[src/rtl/branch_pkg.sv]
// Shared definitions for the branch predict/resolve unit: funct3 encodings,
// 2-bit saturating counter type and its update function.
package branch_pkg;

    localparam logic [2:0] F3_BEQ  = 3'b000;
    localparam logic [2:0] F3_BNE  = 3'b001;
    localparam logic [2:0] F3_BLT  = 3'b100;
    localparam logic [2:0] F3_BGE  = 3'b101;
    localparam logic [2:0] F3_BLTU = 3'b110;
    localparam logic [2:0] F3_BGEU = 3'b111;

    typedef logic [1:0] ctr_t;

    localparam ctr_t SNT = 2'b00;
    localparam ctr_t WNT = 2'b01;
    localparam ctr_t WT  = 2'b10;
    localparam ctr_t ST  = 2'b11;

    // Move one step toward the resolved direction, saturating at the ends.
    function automatic ctr_t ctr_update(input ctr_t cur, input logic taken);
        ctr_t nxt;
        case (cur)
            SNT:     nxt = taken ? WNT : SNT;
            WNT:     nxt = taken ? WT  : SNT;
            WT:      nxt = taken ? ST  : WNT;
            ST:      nxt = taken ? ST  : WT;
            default: nxt = WNT;
        endcase
        return nxt;
    endfunction

endpackage

[src/rtl/branch_predict_unit_cmp.sv]
// branch_cmp: combinational branch condition evaluation from raw operands.
// Reserved funct3 codes 010/011 report illegal and never taken.
module branch_cmp
    import branch_pkg::*;
#(
    parameter int XLEN = 32
) (
    input  logic [XLEN-1:0] rs1,
    input  logic [XLEN-1:0] rs2,
    input  logic [2:0]      funct3,
    output logic            taken,
    output logic            illegal
);

    logic eq;
    logic lt;
    logic ltu;

    assign eq  = (rs1 == rs2);
    assign lt  = ($signed(rs1) < $signed(rs2));
    assign ltu = (rs1 < rs2);

    // Select the branch condition for the given funct3.
    always_comb begin
        taken   = 1'b0;
        illegal = 1'b0;
        case (funct3)
            F3_BEQ:  taken = eq;
            F3_BNE:  taken = ~eq;
            F3_BLT:  taken = lt;
            F3_BGE:  taken = ~lt;
            F3_BLTU: taken = ltu;
            F3_BGEU: taken = ~ltu;
            default: begin
                taken   = 1'b0;
                illegal = 1'b1;
            end
        endcase
    end

endmodule

[src/rtl/branch_predict_unit.sv]
// Branch predict unit: registered BHT lookups and one-cycle branch resolution.
// The 2-bit counter table exists only when BRANCH_BHT_EN is defined.
module branch_predict_unit
    import branch_pkg::*;
#(
    parameter int XLEN        = 32,
    parameter int BHT_ENTRIES = 64,
    parameter int INDEX_LSB   = 2
) (
    input  logic            clk,
    input  logic            rst,
    input  logic            pred_req,
    input  logic [XLEN-1:0] pred_pc,
    output logic            pred_valid,
    output logic            pred_taken,
    input  logic            res_valid,
    input  logic [XLEN-1:0] res_pc,
    input  logic [2:0]      res_funct3,
    input  logic [XLEN-1:0] res_rs1,
    input  logic [XLEN-1:0] res_rs2,
    input  logic            res_pred,
    output logic            out_valid,
    output logic            out_taken,
    output logic            out_mispredict,
    output logic            out_illegal
);

    localparam int IDX_W = (BHT_ENTRIES > 1) ? $clog2(BHT_ENTRIES) : 1;

    logic cmp_taken;
    logic cmp_illegal;
    logic lookup_taken;
    logic mispredict;
    logic unused_bits;

    // Only the index field of each PC matters; the rest is folded away here.
    assign unused_bits = ^{pred_pc, res_pc, res_pred};

    branch_cmp #(
        .XLEN(XLEN)
    ) u_cmp (
        .rs1    (res_rs1),
        .rs2    (res_rs2),
        .funct3 (res_funct3),
        .taken  (cmp_taken),
        .illegal(cmp_illegal)
    );

`ifdef BRANCH_BHT_EN
    ctr_t             bht [BHT_ENTRIES];
    logic [IDX_W-1:0] pred_idx;
    logic [IDX_W-1:0] res_idx;

    assign pred_idx = pred_pc[INDEX_LSB +: IDX_W];
    assign res_idx  = res_pc[INDEX_LSB +: IDX_W];

    // Lookup reads the pre-update counter; same-cycle resolves are not bypassed.
    assign lookup_taken = bht[pred_idx][1];
    assign mispredict   = ~cmp_illegal & (cmp_taken ^ res_pred);

    // Counter table: flops so that reset can return every entry to weak-NT.
    always_ff @(posedge clk or posedge rst) begin
        if (rst) begin
            for (int i = 0; i < BHT_ENTRIES; i++) begin
                bht[i] <= WNT;
            end
        end else if (res_valid && !cmp_illegal) begin
            bht[res_idx] <= ctr_update(bht[res_idx], cmp_taken);
        end
    end
`else
    // Static not-taken: every taken branch is a mispredict.
    assign lookup_taken = 1'b0;
    assign mispredict   = cmp_taken;
`endif

    // Registered prediction and resolution outputs; resolution fields are 0 when not valid.
    always_ff @(posedge clk or posedge rst) begin
        if (rst) begin
            pred_valid     <= 1'b0;
            pred_taken     <= 1'b0;
            out_valid      <= 1'b0;
            out_taken      <= 1'b0;
            out_mispredict <= 1'b0;
            out_illegal    <= 1'b0;
        end else begin
            pred_valid <= pred_req;
            if (pred_req) begin
                pred_taken <= lookup_taken;
            end
            out_valid      <= res_valid;
            out_taken      <= res_valid & cmp_taken;
            out_mispredict <= res_valid & mispredict;
            out_illegal    <= res_valid & cmp_illegal;
        end
    end

endmodule

[config.mk]
export PLATFORM = sky130hd
export DESIGN_NAME = branch_predict_unit
export DESIGN_NICKNAME = d
export VERILOG_FILES = /design/src/rtl/branch_pkg.sv /design/src/rtl/branch_predict_unit_cmp.sv /design/src/rtl/branch_predict_unit.sv
export SDC_FILE = /design/constraint.sdc
export NUM_CORES = 1
export LEC_CHECK = 0
export ABC_AREA = 1
export CORE_MARGIN = 1.5
export CORE_UTILIZATION = 28
export DETAILED_ROUTE_END_ITERATION = 8
export GPL_ROUTABILITY_DRIVEN = 0
export PLACE_DENSITY = 0.95
export SLEW_MARGIN = 15
export SYNTH_ARGS = -nofsm -noshare
export SYNTH_HDL_FRONTEND = slang
export SYNTH_SLANG_ARGS = --single-unit
[constraint.sdc]
create_clock -name clk -period 0.9 [get_ports clk]
set_input_delay 0.135 -clock clk [delete_from_list [all_inputs] [get_ports clk]]
set_output_delay 0.135 -clock clk [all_outputs]
set_load 0.01 [all_outputs]
Word level (Yosys, flattened, before mapping)
Cells that the tools add are included.
{"block": "op_classes", "n_bitwise": 5, "order_cmp": 2, "n_eq_ne": 6, "n_reduce_logical": 2, "muxes": 2}
{"operator": "< comparator 32 bit", "count": 2}
{"operator": "equality test 32 bit", "count": 1}
{"operator": "equality test 3 bit (second input constant)", "count": 4}
{"operator": "one-hot mux 1 bit (6 select lines)", "count": 1}
{"operator": "OR reduction 6 bit", "count": 1}
{"operator": "equality test 3 x 1 -> 1 bit (second input constant)", "count": 1}
{"operator": "logical NOT 3 bit", "count": 1}
{"operator": "inverter 1 bit", "count": 3}
{"operator": "AND 1 bit", "count": 2}
{"operator": "two-way mux 1 bit", "count": 1}
{"block": "word_totals", "input_bits": 136, "wordCells": 21, "regBits": 4}

Longest topological paths before layout
{"block": "depth", "ltp_word": 4, "mapped_depth": 18, "mapped_depth_nobuf": 18}

Cells and area by module
Synthesis repeated with hierarchy kept, for this count alone.
{"block": "hier_totals", "cells_unflattened": 179, "area_unflattened_um2": 1133.6}
{"mod": "branch_cmp", "instances": 1, "seq_area_each_um2": 0.0, "area_per_inst_um2": 996.0, "cells_per_inst": 167}
{"mod": "branch_predict_unit", "instances": 1, "seq_area_each_um2": 100.1, "area_per_inst_um2": 137.6, "cells_per_inst": 12}

Worst setup path before layout
No wires, ideal clock.
{"block": "synth_timing", "path_kind": "input to register", "startpoint": "in res_rs2[31]", "endpoint": "reg out_mispredict", "required_time_ns": 0.787, "path_buffers": 0, "arrival_time_ns": 1.394, "stages": 15, "path_slack_ns": -0.606, "path_cell_list": "inv_1 > ha_1 > nand2_2 > nor2_2 > nand2_2 > nor3b_2 > nand2_1 > nand2_1 > o21ai_1 > inv_1 > nand2_1 > nor2_1 > nand3_1 > nand2_1 > inv_1"}
{"block": "synth_between", "elab_chain_len": 4}
{"item": "start: declaration", "line": "branch_predict_unit.sv:20", "text": "input logic [XLEN-1:0] res_rs2,"}
{"item": "< comparator 32 bit, or another cell as far along", "line": "branch_predict_unit_cmp.sv:21", "text": "assign ltu = (rs1 < rs2);"}
{"item": "inverter 1 bit, on equally long branches", "line": "branch_predict_unit_cmp.sv:33, branch_predict_unit_cmp.sv:29, branch_predict_unit_cmp.sv:31"}
{"item": "one-hot mux 1 bit (6 select lines) *", "line": "branch_predict_unit_cmp.sv:27", "text": "case (funct3)"}
{"item": "AND 1 bit *", "line": "branch_predict_unit.sv:93", "text": "out_mispredict <= res_valid & mispredict;"}
{"item": "end signal: assignment", "line": "branch_predict_unit.sv:93"}
{"item": "end: declaration", "line": "branch_predict_unit.sv:24", "text": "output logic out_mispredict,"}
Mark *: on every way between the ends. The rest lies on a longest branch, timed or not.

Worst setup path in the final report
{"block": "layout_timing", "startpoint": "in res_rs1[22]", "endpoint": "reg out_mispredict"}
{"block": "layout_between", "elab_chain_len": 4}
{"item": "start: declaration", "line": "branch_predict_unit.sv:19", "text": "input logic [XLEN-1:0] res_rs1,"}
{"item": "< comparator 32 bit, or another cell as far along", "line": "branch_predict_unit_cmp.sv:21"}
{"item": "inverter 1 bit, on equally long branches", "line": "branch_predict_unit_cmp.sv:33, branch_predict_unit_cmp.sv:29, branch_predict_unit_cmp.sv:31"}
{"item": "one-hot mux 1 bit (6 select lines) *", "line": "branch_predict_unit_cmp.sv:27"}
{"item": "AND 1 bit *", "line": "branch_predict_unit.sv:93"}
Marked as above.

==> Implementation_results.wiki <==
{| class="wikitable"
! Metric !! Value
|-
| Status || finished with violations
|-
| Violations in the final reports || setup timing
|-
| DIE AREA || 0.00436 mm^2
|-
| Total routing resource utilization after global routing || 17.0%
|-
| Met1 Usage GRT || around 18%
|-
| Number of cells produced by synthesis || 176
|-
| Sw power || 0.549 mW
|-
| Most used flip-flop cell after synthesis || dfrtp_1
|-
| Fraction of synthesis flops using an asynchronous set or reset pin || 100%
|-
| Synthesis-stage register bit count || 4
|-
| Combinational Power Share || 63.4%
|-
| Number of antenna-violating nets in the routed design || 0
|-
| Largest net degree at the start of global routing || 6
|-
| Top cell type's share of synthesized area || 36.0%
|-
| Register area share after synthesis || under 10%
|-
| Data arrival, critical path || 1620 ps
|-
| Clock root buffer || clkbuf_8
|-
| Post-synthesis instance area || between 0.001 and 0.0015 mm^2
|-
| Clk sink count || 4
|-
| Area grow syn2layout || 103%
|-
| Met3 capacity usage during global routing || 3.24%
|-
| Final-stage net count || 429
|-
| Fin crit period || 1510 ps
|-
| Internal cell power || approximately 1.0 mW
|-
| MaxCap Viol Count || 0
|-
| Buffers added on ports || 75
|-
| Number of synthesized flops with an enable pin || 0
|-
| Setup total negative slack || -609 ps
|-
| DRC violations left || 0
|-
| CP max FO || 2
|-
| Total core area || 0.00374 mm^2
|-
| Count of endpoints failing setup in the final report || 1
|-
| Setup repair after global routing missed its margin || yes
|-
| Design Area, Final || 0.00226 mm^2
|-
| Maximum clock frequency || 0.663 GHz
|-
| Most instantiated library cell after synthesis || inv_1
|-
| WHS || 104 ps
|-
| Antenna diodes || 0
|-
| Most used routing layer in global routing || met2
|-
| Post-Synthesis Net Count || 344
|-
| M2 GR Usage || between 30 and 40%
|-
| Syn avg cell area || 6.33 um^2
|-
| Total Power Consumption || 1.55 mW
|-
| Post-CTS Hold Fix Bufs || 0
|-
| Share of total power consumed by net switching || between 30% and 40%
|-
| Antenna violations before repair || 0
|-
| Routed wire per std cell || roughly 12 um
|-
| Count of warnings emitted by yosys || 0
|-
| Pwr dens || 685 mW/mm^2
|-
| Setup slack at placement || -1210 ps
|-
| Flop pwr share || 12.5%
|-
| Remaining global-route overflow || 0
|-
| Leading post-synthesis cells by instance count || inv_1, nand2_1, ha_1
|-
| Vias/cell || 4.52
|-
| Crit start category || input port
|-
| Clock power frac || 24.1%
|-
| Total count of max-transition violations in the final report || 0
|-
| First-pass GRT wire length || 5810 um
|-
| Crit path setup slack, layout || -609 ps
|-
| Top cells by area, synth || ha_1, inv_1, nand2_1, dfrtp_1, a21oi_1
|-
| Part of the cycle the worst path needs || 168%
|-
| Routed via count || 1,389
|-
| Row count || 22
|-
| Height of the die || 66.1 um
|-
| H-tree lvl count || 1
|-
| Detailed Routing Iterations Pass 1 || 4
|-
| Final Core Density || 60.4%
|-
| TritonCTS clock tree || done
|-
| Placed cell areas || approximately 0.002 mm^2
|-
| Post-synthesis cell type with the largest combined area || ha_1
|-
| Share of post-route cells with drive strength above 1 || 49.0%
|-
| Number of buffers created by CTS || 3
|-
| X dimension of the die || 66.1 um
|-
| Clock-pin slew on the worst setup and hold paths || 30 ps
|-
| Number of global-route vias before repair || 1,444
|-
| Starting density of the core || 29.7%
|-
| Starting DRT DRC Count || 41
|-
| Crit path kind || in -> reg
|-
| Type of destination of the critical path || register
|-
| DRT Wirelength || around 3600 um
|-
| Class of the worst hold path || in -> async
|-
| DPL Wire Length || 2520 um
|-
| DP Cell Count || 300
|-
| Final Hold Viols || 0
|-
| Filler-free cell count of the finished design || slightly above 300
|-
| Data required time at the worst endpoint || 1010 ps
|-
| Maximum root-to-sink buffer count || 2
|-
| Highest ir drop seen on vdd || 0.000263 V
|-
| Number of distinct standard cells referenced by the synthesized netlist || 21
|-
| # IOs || 142
|-
| Lkg Pwr || ~1.2 nW
|}
[power groups by stage]
stage / clock network, mW / registers [mW] / logic [mW]
after floorplan: 0 / 0.202 / 0.346
after global placement: 0 / 0.197 / 0.750
after detailed placement: 0 / 0.197 / 0.773
after CTS: 0.383 / 0.194 / 0.920
after global routing: 0.415 / 0.195 / 1.09
final: 0.374 / 0.194 / 0.982
[worst max-delay path by stage]
stage / from / to
2_1_floorplan: res_rs2[31] / out_mispredict
3_3_place_gp: res_rs2[31] / out_mispredict
3_5_place_dp: res_rs2[29] / out_mispredict
4_1_cts: res_rs2[31] / out_mispredict
5_1_grt: res_rs2[3] / out_mispredict
6_report: res_rs1[22] / out_mispredict
[registers in the layout (all words and copies together) (netlist names)]
name	flops
out_illegal	1
out_mispredict	1
out_valid	1
pred_valid	1
[layer usage]
| metal | routed length, um | share of wire, % |
|---|---|---|
| met4 | 23 | 0.63 |
| met2 | 1880 | 52 |
| met3 | 313 | 8.6 |
| met1 | 1410 | 39 |
| met5 | 0 | 0 |
[kinds of logic (layout without fill, tap and decap cells)]
logic type,after synthesis,in the layout,synth area share (%)
AOI/OAI and AO/OA,21,21,10.4
adders and majority gates,32,32,36.0
buffers and inverters,47,130,16.5
DFF,4,4,8.99
other,1,1,0.337
and+or+nand+nor,71,71,27.8
[worst max-delay path: stages]
cell and delay (ps):
clkdlybuf4s15_1 160, ha_1 280, nand2_2 60, nor2_2 120
nor3b_4 250, nand2_1 100, nand2_1 70, o21ai_1 60
inv_1 60, nand2_2 60, nor2_2 70, nand3_1 90
nand2_1 70, inv_1 30
[area by class of cell]
type                    instances  area (um^2)
inverters                      45          174
flip-flops and latches          4          100
well taps                      48         60.1
fillers                       330         1480
clock buffers                   3         41.3
repair buffers                 82          636
multi-input cells             125         1250
[cells in the final DEF, fill, tap and decap left out, types with 3 or more instances in the layout]
| cell type | instances |
|---|---|
| dfrtp_1 | 4 |
| o21ai_1 | 3 |
| buf_2 | 28 |
| inv_1 | 22 |
| nor2_2 | 4 |
| nand2_1 | 26 |
| inv_2 | 21 |
| nand3_2 | 4 |
| dlygate4sd2_1 | 25 |
| nand2_2 | 13 |
| clkbuf_8 | 3 |
| clkdlybuf4s50_1 | 6 |
| clkdlybuf4s15_1 | 8 |
| ha_1 | 8 |
| buf_6 | 7 |
| ha_4 | 23 |
| nand3_1 | 5 |
| nor2_4 | 3 |
| nand2_4 | 4 |
| a21oi_2 | 4 |
| a21oi_1 | 10 |
| buf_4 | 7 |
| nor2_1 | 6 |
[repair_timing]
| action | 4_1_cts | 5_1_grt |
|---|---|---|
| endpoints found under the setup margin | 6 | 1 |
| gates cloned | 0 | 0 |
| setup buffers | 4 | 0 |
| resized for setup | 244 | 18 |
| pin swaps | 58 | 21 |
(Power assumes the default switching activity.)
